<file path="src/rtl/dcache_perf_monitor_if.sv">
// Handshake/observation bundle between the dcache/CPU side and the performance monitor.
interface dcache_perf_monitor_if #(
  parameter int unsigned CNT_W = 16,
  parameter int unsigned CYC_W = 16
);
  logic             start_i;
  logic             clear_i;
  logic             stall_i;
  logic             idle_i;
  logic             dirty_i;
  logic             read_i;
  logic             write_i;
  logic [2:0]       sel_i;
  logic [CNT_W-1:0] cnt_o;
  logic [CYC_W-1:0] cycle_o;
  logic             flush_o;
  logic             done_o;
  logic             ev_valid_o;
  logic [1:0]       ev_code_o;
  logic             ev_wb_o;

  // Driving side: the CPU/dcache environment.
  modport master (
    output start_i, clear_i, stall_i, idle_i, dirty_i, read_i, write_i, sel_i,
    input  cnt_o, cycle_o, flush_o, done_o, ev_valid_o, ev_code_o, ev_wb_o
  );

  // Observing side: the monitor itself.
  modport slave (
    input  start_i, clear_i, stall_i, idle_i, dirty_i, read_i, write_i, sel_i,
    output cnt_o, cycle_o, flush_o, done_o, ev_valid_o, ev_code_o, ev_wb_o
  );
endinterface

</file>
<file path="src/rtl/dcache_perf_monitor.sv">
// Data-cache access classifier with saturating event counters and a cycle budget
// that raises a one-shot flush request and then freezes all monitoring.
module dcache_perf_monitor #(
  parameter int unsigned CNT_W      = 16,
  parameter int unsigned CYC_W      = 16,
  parameter int unsigned NUM_CYCLES = 200
) (
  input  logic                  clk_i,
  input  logic                  rst_i,
  dcache_perf_monitor_if.slave  mon
);

  localparam int unsigned NUM_CNT = 8;

  localparam logic [1:0] EV_RH = 2'd0;
  localparam logic [1:0] EV_RM = 2'd1;
  localparam logic [1:0] EV_WH = 2'd2;
  localparam logic [1:0] EV_WM = 2'd3;

  localparam int unsigned CNT_WB     = 4;
  localparam int unsigned CNT_STALL  = 5;
  localparam int unsigned CNT_TOTAL  = 6;
  localparam int unsigned CNT_MSTART = 7;

  localparam logic [CYC_W-1:0] BUDGET = CYC_W'(NUM_CYCLES);

  // Miss-tracking state: ST_MISS means the next unstalled access completes a miss.
  typedef enum logic {
    ST_IDLE = 1'b0,
    ST_MISS = 1'b1
  } state_t;

  state_t             state_q, state_d;
  logic [CNT_W-1:0]   cnt_q [NUM_CNT];
  logic [CNT_W-1:0]   cnt_sel_q;
  logic [CYC_W-1:0]   cyc_q;
  logic               flush_q;
  logic               done_q;
  logic               ev_valid_q;
  logic [1:0]         ev_code_q;
  logic               ev_wb_q;

  logic               active_c;
  logic               ev_fire_c;
  logic [1:0]         ev_code_c;
  logic               wb_c;
  logic [NUM_CNT-1:0] inc_c;

  assign active_c = mon.start_i & ~done_q & ~mon.clear_i;

  // Miss-tracking state register.
  always_ff @(posedge clk_i or negedge rst_i) begin
    if (!rst_i) begin
      state_q <= ST_IDLE;
    end else begin
      state_q <= state_d;
    end
  end

  // Classification: next state, event strobe and per-counter increment requests.
  always_comb begin
    state_d   = state_q;
    ev_fire_c = 1'b0;
    ev_code_c = EV_RH;
    wb_c      = 1'b0;
    inc_c     = '0;

    if (mon.clear_i) begin
      state_d = ST_IDLE;
    end else if (active_c) begin
      if (mon.stall_i && mon.idle_i) begin
        state_d                = ST_MISS;
        inc_c[CNT_MSTART]      = 1'b1;
        inc_c[CNT_STALL]       = 1'b1;
        if (mon.write_i) begin
          ev_fire_c = 1'b1;
          ev_code_c = EV_WM;
        end else if (mon.read_i) begin
          ev_fire_c = 1'b1;
          ev_code_c = EV_RM;
        end
        wb_c = ev_fire_c & mon.dirty_i;
      end else if (!mon.stall_i) begin
        // The access that completes a miss was already counted as the miss.
        if (state_q == ST_IDLE) begin
          if (mon.write_i) begin
            ev_fire_c = 1'b1;
            ev_code_c = EV_WH;
          end else if (mon.read_i) begin
            ev_fire_c = 1'b1;
            ev_code_c = EV_RH;
          end
        end
        state_d = ST_IDLE;
      end else begin
        inc_c[CNT_STALL] = 1'b1;
      end

      if (ev_fire_c) begin
        inc_c[{1'b0, ev_code_c}] = 1'b1;
        inc_c[CNT_TOTAL]         = 1'b1;
      end
      if (wb_c) begin
        inc_c[CNT_WB] = 1'b1;
      end
    end
  end

  // Counters, cycle budget, event outputs and counter readout.
  always_ff @(posedge clk_i or negedge rst_i) begin
    if (!rst_i) begin
      for (int i = 0; i < int'(NUM_CNT); i++) begin
        cnt_q[i] <= '0;
      end
      cnt_sel_q  <= '0;
      cyc_q      <= '0;
      flush_q    <= 1'b0;
      done_q     <= 1'b0;
      ev_valid_q <= 1'b0;
      ev_code_q  <= 2'd0;
      ev_wb_q    <= 1'b0;
    end else if (mon.clear_i) begin
      for (int i = 0; i < int'(NUM_CNT); i++) begin
        cnt_q[i] <= '0;
      end
      cnt_sel_q  <= '0;
      cyc_q      <= '0;
      flush_q    <= 1'b0;
      done_q     <= 1'b0;
      ev_valid_q <= 1'b0;
      ev_code_q  <= 2'd0;
      ev_wb_q    <= 1'b0;
    end else begin
      // Readout reflects the counter value before this edge's increment.
      cnt_sel_q  <= cnt_q[mon.sel_i];
      ev_valid_q <= ev_fire_c;
      ev_wb_q    <= wb_c;
      flush_q    <= 1'b0;
      if (ev_fire_c) begin
        ev_code_q <= ev_code_c;
      end
      if (active_c) begin
        for (int i = 0; i < int'(NUM_CNT); i++) begin
          if (inc_c[i] && (cnt_q[i] != {CNT_W{1'b1}})) begin
            cnt_q[i] <= cnt_q[i] + CNT_W'(1);
          end
        end
        cyc_q <= cyc_q + CYC_W'(1);
        if (cyc_q == BUDGET) begin
          flush_q <= 1'b1;
          done_q  <= 1'b1;
        end
      end
    end
  end

  assign mon.cnt_o      = cnt_sel_q;
  assign mon.cycle_o    = cyc_q;
  assign mon.flush_o    = flush_q;
  assign mon.done_o     = done_q;
  assign mon.ev_valid_o = ev_valid_q;
  assign mon.ev_code_o  = ev_code_q;
  assign mon.ev_wb_o    = ev_wb_q;

endmodule

</file>
<file path="src/flat_wrapper.sv">
// flat-port wrapper written by rule: the top's interface ports become plain ports
module dcache_perf_monitor_flat 
#(
  parameter int unsigned CNT_W      = 16,
  parameter int unsigned CYC_W      = 16,
  parameter int unsigned NUM_CYCLES = 200
)
  (clk_i, rst_i, mon_start_i, mon_clear_i, mon_stall_i, mon_idle_i, mon_dirty_i, mon_read_i, mon_write_i, mon_sel_i, mon_cnt_o, mon_cycle_o, mon_flush_o, mon_done_o, mon_ev_valid_o, mon_ev_code_o, mon_ev_wb_o);
  dcache_perf_monitor_if #(.CNT_W(CNT_W), .CYC_W(CYC_W)) mon_i ();
  input  logic clk_i;
  input  logic rst_i;
  input wire logic [$bits(mon_i.start_i)-1:0] mon_start_i;
  input wire logic [$bits(mon_i.clear_i)-1:0] mon_clear_i;
  input wire logic [$bits(mon_i.stall_i)-1:0] mon_stall_i;
  input wire logic [$bits(mon_i.idle_i)-1:0] mon_idle_i;
  input wire logic [$bits(mon_i.dirty_i)-1:0] mon_dirty_i;
  input wire logic [$bits(mon_i.read_i)-1:0] mon_read_i;
  input wire logic [$bits(mon_i.write_i)-1:0] mon_write_i;
  input wire logic [$bits(mon_i.sel_i)-1:0] mon_sel_i;
  output wire logic [$bits(mon_i.cnt_o)-1:0] mon_cnt_o;
  output wire logic [$bits(mon_i.cycle_o)-1:0] mon_cycle_o;
  output wire logic [$bits(mon_i.flush_o)-1:0] mon_flush_o;
  output wire logic [$bits(mon_i.done_o)-1:0] mon_done_o;
  output wire logic [$bits(mon_i.ev_valid_o)-1:0] mon_ev_valid_o;
  output wire logic [$bits(mon_i.ev_code_o)-1:0] mon_ev_code_o;
  output wire logic [$bits(mon_i.ev_wb_o)-1:0] mon_ev_wb_o;
  assign mon_i.start_i = mon_start_i;
  assign mon_i.clear_i = mon_clear_i;
  assign mon_i.stall_i = mon_stall_i;
  assign mon_i.idle_i = mon_idle_i;
  assign mon_i.dirty_i = mon_dirty_i;
  assign mon_i.read_i = mon_read_i;
  assign mon_i.write_i = mon_write_i;
  assign mon_i.sel_i = mon_sel_i;
  assign mon_cnt_o = mon_i.cnt_o;
  assign mon_cycle_o = mon_i.cycle_o;
  assign mon_flush_o = mon_i.flush_o;
  assign mon_done_o = mon_i.done_o;
  assign mon_ev_valid_o = mon_i.ev_valid_o;
  assign mon_ev_code_o = mon_i.ev_code_o;
  assign mon_ev_wb_o = mon_i.ev_wb_o;
  dcache_perf_monitor #(.CNT_W(CNT_W), .CYC_W(CYC_W), .NUM_CYCLES(NUM_CYCLES)) u_core (.clk_i(clk_i), .rst_i(rst_i), .mon(mon_i));
endmodule
</file>
<file path="config.mk">
export PLATFORM = sky130hd
export DESIGN_NAME = dcache_perf_monitor_flat
export DESIGN_NICKNAME = d
export VERILOG_FILES = /design/src/rtl/dcache_perf_monitor_if.sv /design/src/rtl/dcache_perf_monitor.sv /design/src/flat_wrapper.sv
export SDC_FILE = /design/constraint.sdc
export NUM_CORES = 1
export LEC_CHECK = 0
export BUFFER_PORTS_ARGS = -buffer_cell sky130_fd_sc_hd__buf_2
export CORE_MARGIN = 4
export CORE_UTILIZATION = 40
export CTS_BUF_LIST = sky130_fd_sc_hd__clkbuf_4
export DETAILED_ROUTE_END_ITERATION = 10
export PLACE_DENSITY = 0.62
export SYNTH_ARGS = -nofsm -noshare
export SYNTH_HDL_FRONTEND = slang
export SYNTH_SLANG_ARGS = --single-unit
</file>
<file path="constraint.sdc">
create_clock -name clk_i -period 2.1 [get_ports clk_i]
set_clock_uncertainty 0.2 [all_clocks]
set_input_delay 0 -clock clk_i [delete_from_list [all_inputs] [get_ports clk_i]]
set_output_delay 0 -clock clk_i [all_outputs]
set_load 0.02 [all_outputs]
</file>
==> impl_metrics.env, run 1 <==
export IMPL_worstPathArrival_ns=2.42
export IMPL_drtIter0Drc=747
export IMPL_core_area_sq_um=23500
export IMPL_power_switching_share_pct=26.8
export IMPL_synth_cell_types=65
export IMPL_relSlewSlack_pct=59.3
export IMPL_async_flop_share_pct=100
export IMPL_numCtsBuffers=17
export IMPL_grt_start_max_net_pins=100
export IMPL_power_net_switching_mw=1.55
export IMPL_cts_sinks=167
export IMPL_min_period_over_period_pct=100
export IMPL_avgViaCountPerCell=5.60
export IMPL_fp_dieArea_sq_um=26400
export IMPL_worstMarginPinSlew_ns=0.606
export IMPL_synth_edff_count=0
export IMPL_hold_viol=0
export IMPL_cts_tree="yes"
export IMPL_ir_drop_mv=0.249
export IMPL_ant_nets=0
export IMPL_drv_slew=0
export IMPL_cts_buffer_depth=2
export IMPL_max_cap_violations=0
export IMPL_antenna_found_initial=2
export IMPL_startpoint_type="flop"
export IMPL_critPathKind="flop to flop"
export IMPL_p_seq_share_pct=56.2
export IMPL_end_kind="flop"
export IMPL_setup_slack_ns=-0.00589
export IMPL_postLayoutCoreUtil_pct=49.6
export IMPL_crit_slowest_cell="dfrtp_1"
export IMPL_num_fill_cells=2151
export IMPL_grt_pass1_wl_um=42100
export IMPL_io_buffers=49
export IMPL_h_tree_depth=4
export IMPL_avgRoutedWirePerCell_um=18.6
export IMPL_syn_avg_cell_area_sq_um=10.1
export IMPL_tns_ns=-0.00589
export IMPL_ys_seq_area_share_pct=43.7
export IMPL_p_leak_nw=4.83
export IMPL_critPathMaxFanout=8
export IMPL_area_growth_synth_to_final_pct=21.8
export IMPL_drive_gt1_share_pct=24.9
export IMPL_rsz0062_at_grt="true"
export IMPL_wl_um=26500
export IMPL_yosys_warnings=0
export IMPL_status="complete, but fails checks"
export IMPL_path_clk_slew_ns=0.14
export IMPL_synth_top_area_share_pct=43.7
export IMPL_track_usage_pct=20.1
export IMPL_p_comb_share_pct=7.7
export IMPL_gp_congestion=0.889
export IMPL_cpPeakStageDelay_ns=0.44
export IMPL_intPower_mw=4.23
export IMPL_required_ns=2.41
export IMPL_syn_inst=949
export IMPL_yosysTopAreaCell="dfrtp_1"
export IMPL_syn_area_sq_um=9560
export IMPL_place_area_sq_um=10700
export IMPL_clk_latency_ns=0.59
export IMPL_drtPass1Iterations=5
export IMPL_fmax_ghz=0.475
export IMPL_critical_path_top_delay_family="simple AND/OR/NAND/NOR gates"
export IMPL_syn_nets=971
export IMPL_via_count=8000
export IMPL_fp_row_count=56
export IMPL_p_clk_share_pct=36.0
export IMPL_pwr_density_cell_nw_per_um2=497
export IMPL_synth_seq_cells=167
export IMPL_synthTopCellsByArea="dfrtp_1, xnor2_1, mux4_2"
export IMPL_fp_dieW_um=163
export IMPL_finalSetupViolCount=1
export IMPL_path_cells="and2b_4 > buf_6 > o2111a_2 > nand3_4 > or4_1 > a21oi_1"
export IMPL_synth_ff_type="dfrtp_1"
export IMPL_final_nets=1118
export IMPL_hp_class="input port to flop"
export IMPL_cts_root_buf="clkbuf_4"
export IMPL_num_io_pins=50
export IMPL_gr_total_overflow=0
export IMPL_dp_slack_ns=-0.0321
export IMPL_dp_hpwl_um=18800
export IMPL_die_h_um=163
export IMPL_violations="setup timing"
export IMPL_drcViolationCount=0
export IMPL_start_util_pct=40.7
export IMPL_finalCriticalPeriod_ns=2.11
export IMPL_grt_pass1_vias=7745
export IMPL_fin_area_sq_um=11600
export IMPL_crit_buf_inv=1
-- power by group through the flow --
stage | combinational [mW] | sequential [mW] | clock, mW
after global routing | 0.491 | 3.25 | 2.25
after floorplan | 0.205 | 3.32 | 0
after global placement | 0.396 | 3.31 | 0
final | 0.448 | 3.25 | 2.08
after detailed placement | 0.402 | 3.31 | 0
after CTS | 0.437 | 3.25 | 2.12
-- registers in the layout, indices dropped and copies added (netlist names) --
| register | flops |
|---|---|
| u_core.mon.ev_valid_o | 1 |
| u_core.mon.cycle_o | 16 |
| u_core.cnt_q | 128 |
| u_core.mon.cnt_o | 16 |
| u_core.mon.ev_wb_o | 1 |
| u_core.mon.done_o | 1 |
| u_core.mon.ev_code_o | 2 |
| u_core.mon.flush_o | 1 |
| u_core.state_q | 1 |
-- area by class of cell --
type                            instances  area (sq um)  share of cell area, %
Tap cell                              319           399                   3.43
Multi-Input combinational cell        725          5410                   46.4
Inverter                               16          60.1                  0.516
Sequential cell                       167          4180                   35.9
Antenna cell                            1          2.50                 0.0215
Clock buffer                           17           128                   1.10
Clock inverter                         14           174                   1.49
Timing Repair Buffer                  169          1290                   11.1
-- layout by cell type (no fill, tap or decap), types with 5 or more instances in the layout --
cell type / synthesis / layout
dfrtp_1: 167 / 166
nor2_1: 149 / 149
buf_4: 1 / 94
xnor2_1: 89 / 89
nand2_1: 74 / 74
buf_2: 7 / 47
nor3_1: 43 / 43
nand3_1: 40 / 38
nand4_1: 38 / 38
mux4_2: 32 / 32
mux2i_1: 27 / 27
a21oi_1: 26 / 26
dlygate4sd3_1: 0 / 19
o21ai_0: 18 / 18
nor4_2: 5 / 17
clkbuf_4: 0 / 17
inv_1: 16 / 16
and3_1: 15 / 15
xor2_1: 15 / 15
or3_1: 13 / 12
and4_1: 10 / 10
ha_1: 10 / 10
nor4b_1: 16 / 9
nor4_4: 2 / 8
a211oi_1: 9 / 8
nor4b_2: 2 / 7
nor3b_1: 7 / 7
nor4_1: 24 / 6
o31ai_1: 5 / 5
nor2b_1: 5 / 5
buf_12: 0 / 5
-- logic make-up (layout without fill, tap and decap cells) --
group | count (synthesis) | after routing | synth area share (%)
buffers and inverters | 57 | 216 | 2.68
adder cells (fa/ha/maj) | 10 | 10 | 1.31
other | 0 | 1 | 0
multiplexers | 62 | 62 | 10.7
AND/OR/NAND/NOR | 480 | 480 | 27.6
flip-flops | 167 | 167 | 43.7
AO/OA/AOI/OAI | 69 | 69 | 4.42
XOR/XNOR | 104 | 104 | 9.53
-- metrics by stage --
stage               power (mW)  hold WS (ns)  std cells
floorplan                 3.53        -0.496        949
global placement          3.71        -0.214       1364
detailed placement        3.71        -0.212       1364
CTS                       5.81         0.197       1415
global route              5.99         0.256       1428
finish                    5.78         0.250       1428
-- final timing paths --
| check | start | to | slack [ns] | cells after the start |
|---|---|---|---|---|
| max | u_core.mon.done_o$_DFFE_PN0P_ | u_core.cnt_q[27]$_DFFE_PN0P_ | -0.006 | 6 |
| min | mon_read_i | u_core.mon.ev_code_o[1]$_DFFE_PN0P_ | 0.25 | 5 |
| max reg2reg | u_core.mon.done_o$_DFFE_PN0P_ | u_core.cnt_q[27]$_DFFE_PN0P_ | -0.006 | 6 |
| min reg2reg | u_core.cnt_q[64]$_DFFE_PN0P_ | u_core.cnt_q[64]$_DFFE_PN0P_ | 0.36 | 1 |
| max in group asynchronous | rst_i | u_core.cnt_q[24]$_DFFE_PN0P_ | 1.07 | 4 |
| min in group asynchronous | rst_i | u_core.cnt_q[118]$_DFFE_PN0P_ | 0.33 | 4 |
-- cells in the mapped netlist (7+ instances only) --
library cell,instances
or3_1,13
nor2_1,149
and3_1,15
nor4_1,24
buf_2,7
xor2_1,15
clkbuf_1,22
nor3_1,43
buf_1,7
ha_1,10
xnor2_1,89
dfrtp_1,167
mux2i_1,27
o21ai_0,18
a21oi_1,26
and4_1,10
nor3b_1,7
mux4_2,32
nand2_1,74
nand4_1,38
nor4b_1,16
nand3_1,40
a211oi_1,9
inv_1,16
-- worst reg2reg max path: cells and delay by family, from the launching register on --
| kind | cells | cell delay (ns) |
|---|---|---|
| AO/OA/AOI/OAI | 2 | 0.42 |
| buffers and inverters | 1 | 0.11 |
| flip-flops | 1 | 0.44 |
| AND/OR/NAND/NOR | 3 | 0.87 |
-- timing repair --
| action | in CTS | in global routing |
|---|---|---|
| gates resized for setup | 2 | 49 |
| setup buffers | 0 | 12 |
| hold endpoints to repair | 330 | 0 |
| hold buffers | 20 | 0 |
| setup endpoints to repair | 6 | 57 |
| pin swaps | 0 | 3 |
-- per-layer routing --
layer	up-vias	routed length, um	GRT usage (%)	share of wire, %
li1	3721	-	-	-
met5	-	13	0	0.049
met4	2	768	7.36	2.9
met3	37	1640	3.95	6.2
met1	3979	12200	29.3	46
met2	261	11900	30.0	45
Note: power is estimated with default switching activity, not from simulation.
==> run 2, diff against run 1 <==
- CORE_ASPECT_RATIO: not set -> 0.9
- CORE_UTILIZATION: 40 -> 50
- PLACE_DENSITY: 0.62 -> 0.74
==> run 2 against run 1 <==
  * The run now ends clean
  * Combinational power down 2%
  * Die area down 19%
  * Non-clock buffer count up 3
  * Sequential power about the same
  * Critical path depth up 1
  * Final cell count down 4.9%
  * Worst hold slack worse by 0.19 ns
  * Highest routed layer is now met4
==> impl_metrics.env, run 2 (synthesis gave the netlist of run 1 again) <==
export IMPL_max_cap_violations=0
export IMPL_hold_viol=0
export IMPL_worstMarginPinSlew_ns=0.601
export IMPL_dr_wl_met3_um=2150
export IMPL_postLayoutCoreUtil_pct=61.5
export IMPL_core_area_sq_um=18600
export IMPL_ir_drop_mv=0.311
export IMPL_area_growth_synth_to_final_pct=19.6
export IMPL_mostFrequentLayoutCells="dfrtp_1, nor2_1, buf_4"
export IMPL_start_util_pct=51.4
export IMPL_status="completed"
export IMPL_multiInputGateArea_sq_um=5340
export IMPL_largest_register="u_core.cnt_q"
export IMPL_clk_latency_ns=0.60
export IMPL_grt_pass1_wl_um=41300
export IMPL_gp_congestion=0.894
export IMPL_fp_row_count=47
export IMPL_path_cells="and2b_2 > buf_4 > nand4b_4 > buf_4 > nor4_1 > xnor2_1 > nor2_1"
export IMPL_cts_buffer_depth=2
export IMPL_regArea_sq_um=4180
export IMPL_final_nets=1121
export IMPL_highest_layer="met4"
export IMPL_grt_pass1_vias=7745
export IMPL_fmax_ghz=0.481
export IMPL_grt_start_max_net_pins=70
export IMPL_largest_register_ffs=128
export IMPL_fp_dieW_um=154
export IMPL_drive_gt1_share_pct=25.8
export IMPL_wl_met1_um=11300
export IMPL_crit_slowest_cell="dfrtp_1"
export IMPL_dp_hpwl_um=18500
export IMPL_num_fill_cells=1532
export IMPL_fp_dieArea_sq_um=21400
export IMPL_avgViaCountPerCell=6.00
export IMPL_finalSetupViolCount=0
export IMPL_num_io_pins=50
export IMPL_p_leak_nw=4.79
export IMPL_worstPathArrival_ns=2.35
export IMPL_hp_class="input port to flop"
export IMPL_via_count=8152
export IMPL_critPathMaxFanout=14
export IMPL_pwr_density_cell_nw_per_um2=487
export IMPL_ant_nets=0
export IMPL_dp_slack_ns=0.0415
export IMPL_cpPeakStageDelay_ns=0.44
export IMPL_cts_tree="yes"
export IMPL_rsz0062_at_grt="true"
export IMPL_startpoint_type="flop"
export IMPL_drv_slew=0
export IMPL_gr_total_overflow=0
export IMPL_cp_common_cell="buf_4"
export IMPL_wl_um=25600
export IMPL_met2_length_um=11500
export IMPL_path_clk_slew_ns=0.16
export IMPL_setup_slack_ns=0.0225
export IMPL_relSlewSlack_pct=59.9
export IMPL_critPathKind="flop to flop"
export IMPL_avgRoutedWirePerCell_um=18.9
export IMPL_place_area_sq_um=10700
export IMPL_drtPass1Iterations=5
export IMPL_finalCriticalPeriod_ns=2.08
export IMPL_cts_sinks=167
export IMPL_track_usage_pct=24.0
export IMPL_drcViolationCount=0
export IMPL_die_h_um=139
export IMPL_fin_area_sq_um=11400
export IMPL_numCtsBuffers=17
export IMPL_required_ns=2.38
export IMPL_antenna_found_initial=1
export IMPL_layout_commonest_cell="dfrtp_1"
export IMPL_min_period_over_period_pct=98.9
export IMPL_h_tree_depth=4
export IMPL_io_buffers=49
export IMPL_cts_root_buf="clkbuf_4"
export IMPL_end_kind="flop"
export IMPL_drtIter0Drc=756
[run 2: final cells by class]
cell class / instances / area share (%)
Tap cell: 245 / 2.68
Sequential cell: 167 / 36.6
Timing Repair Buffer: 172 / 11.1
Inverter: 16 / 0.525
Clock inverter: 15 / 1.27
Clock buffer: 17 / 1.12
Antenna cell: 1 / 0.0219
Multi-Input combinational cell: 725 / 46.7
[run 2: report_power, final]
part	internal (mW)	switching [mW]
registers	3.24	0.0154
logic	0.160	0.277
clock network	0.541	1.33
[run 2: critical path, delay by kind of cell (launching register included)]
kind | cells | cell delay (ns)
buf+inv | 2 | 0.35
xor+xnor | 1 | 0.16
simple gates | 4 | 0.81
flops | 1 | 0.44
[run 2: final timing paths]
check	startpoint	to	slack (ns)	cells after the start
max in group asynchronous	rst_i	u_core.cnt_q[68]$_DFFE_PN0P_	0.75	4
min	mon_clear_i	u_core.cnt_q[32]$_DFFE_PN0P_	0.06	3
min reg2reg	u_core.cnt_q[80]$_DFFE_PN0P_	u_core.cnt_q[80]$_DFFE_PN0P_	0.36	1
max reg2reg	u_core.mon.done_o$_DFFE_PN0P_	u_core.cnt_q[120]$_DFFE_PN0P_	0.02	7
min in group asynchronous	rst_i	u_core.mon.cycle_o[10]$_DFFE_PN0P_	0.25	3
max	u_core.mon.done_o$_DFFE_PN0P_	u_core.cnt_q[120]$_DFFE_PN0P_	0.02	7
[run 2: per-layer routing]
metal | vias to the layer above | track usage (%)
met1 | 4021 | 35.6
li1 | 3739 | -
met5 | - | 0
met3 | 46 | 4.71
met4 | 0 | 8.09
met2 | 346 | 35.6
[run 2: per-stage QoR]
stage | hold slack [ns] | instances | TNS (ns) | power [mW]
after global placement | -0.174 | 1300 | 0 | 3.71
final | 0.0581 | 1358 | 0 | 5.56
after floorplan | -0.496 | 949 | 0 | 3.53
after CTS | 0.0261 | 1347 | 0 | 5.61
after global routing | 0.0190 | 1358 | -0.450 | 5.79
after detailed placement | -0.172 | 1300 | 0 | 3.72
[run 2: repair_timing]
action / in CTS / in global routing
buffers inserted: 0 / 10
hold endpoints to repair: 327 / 0
hold buffers: 15 / 0
gates resized for setup: 0 / 43
setup endpoints to repair: 0 / 55
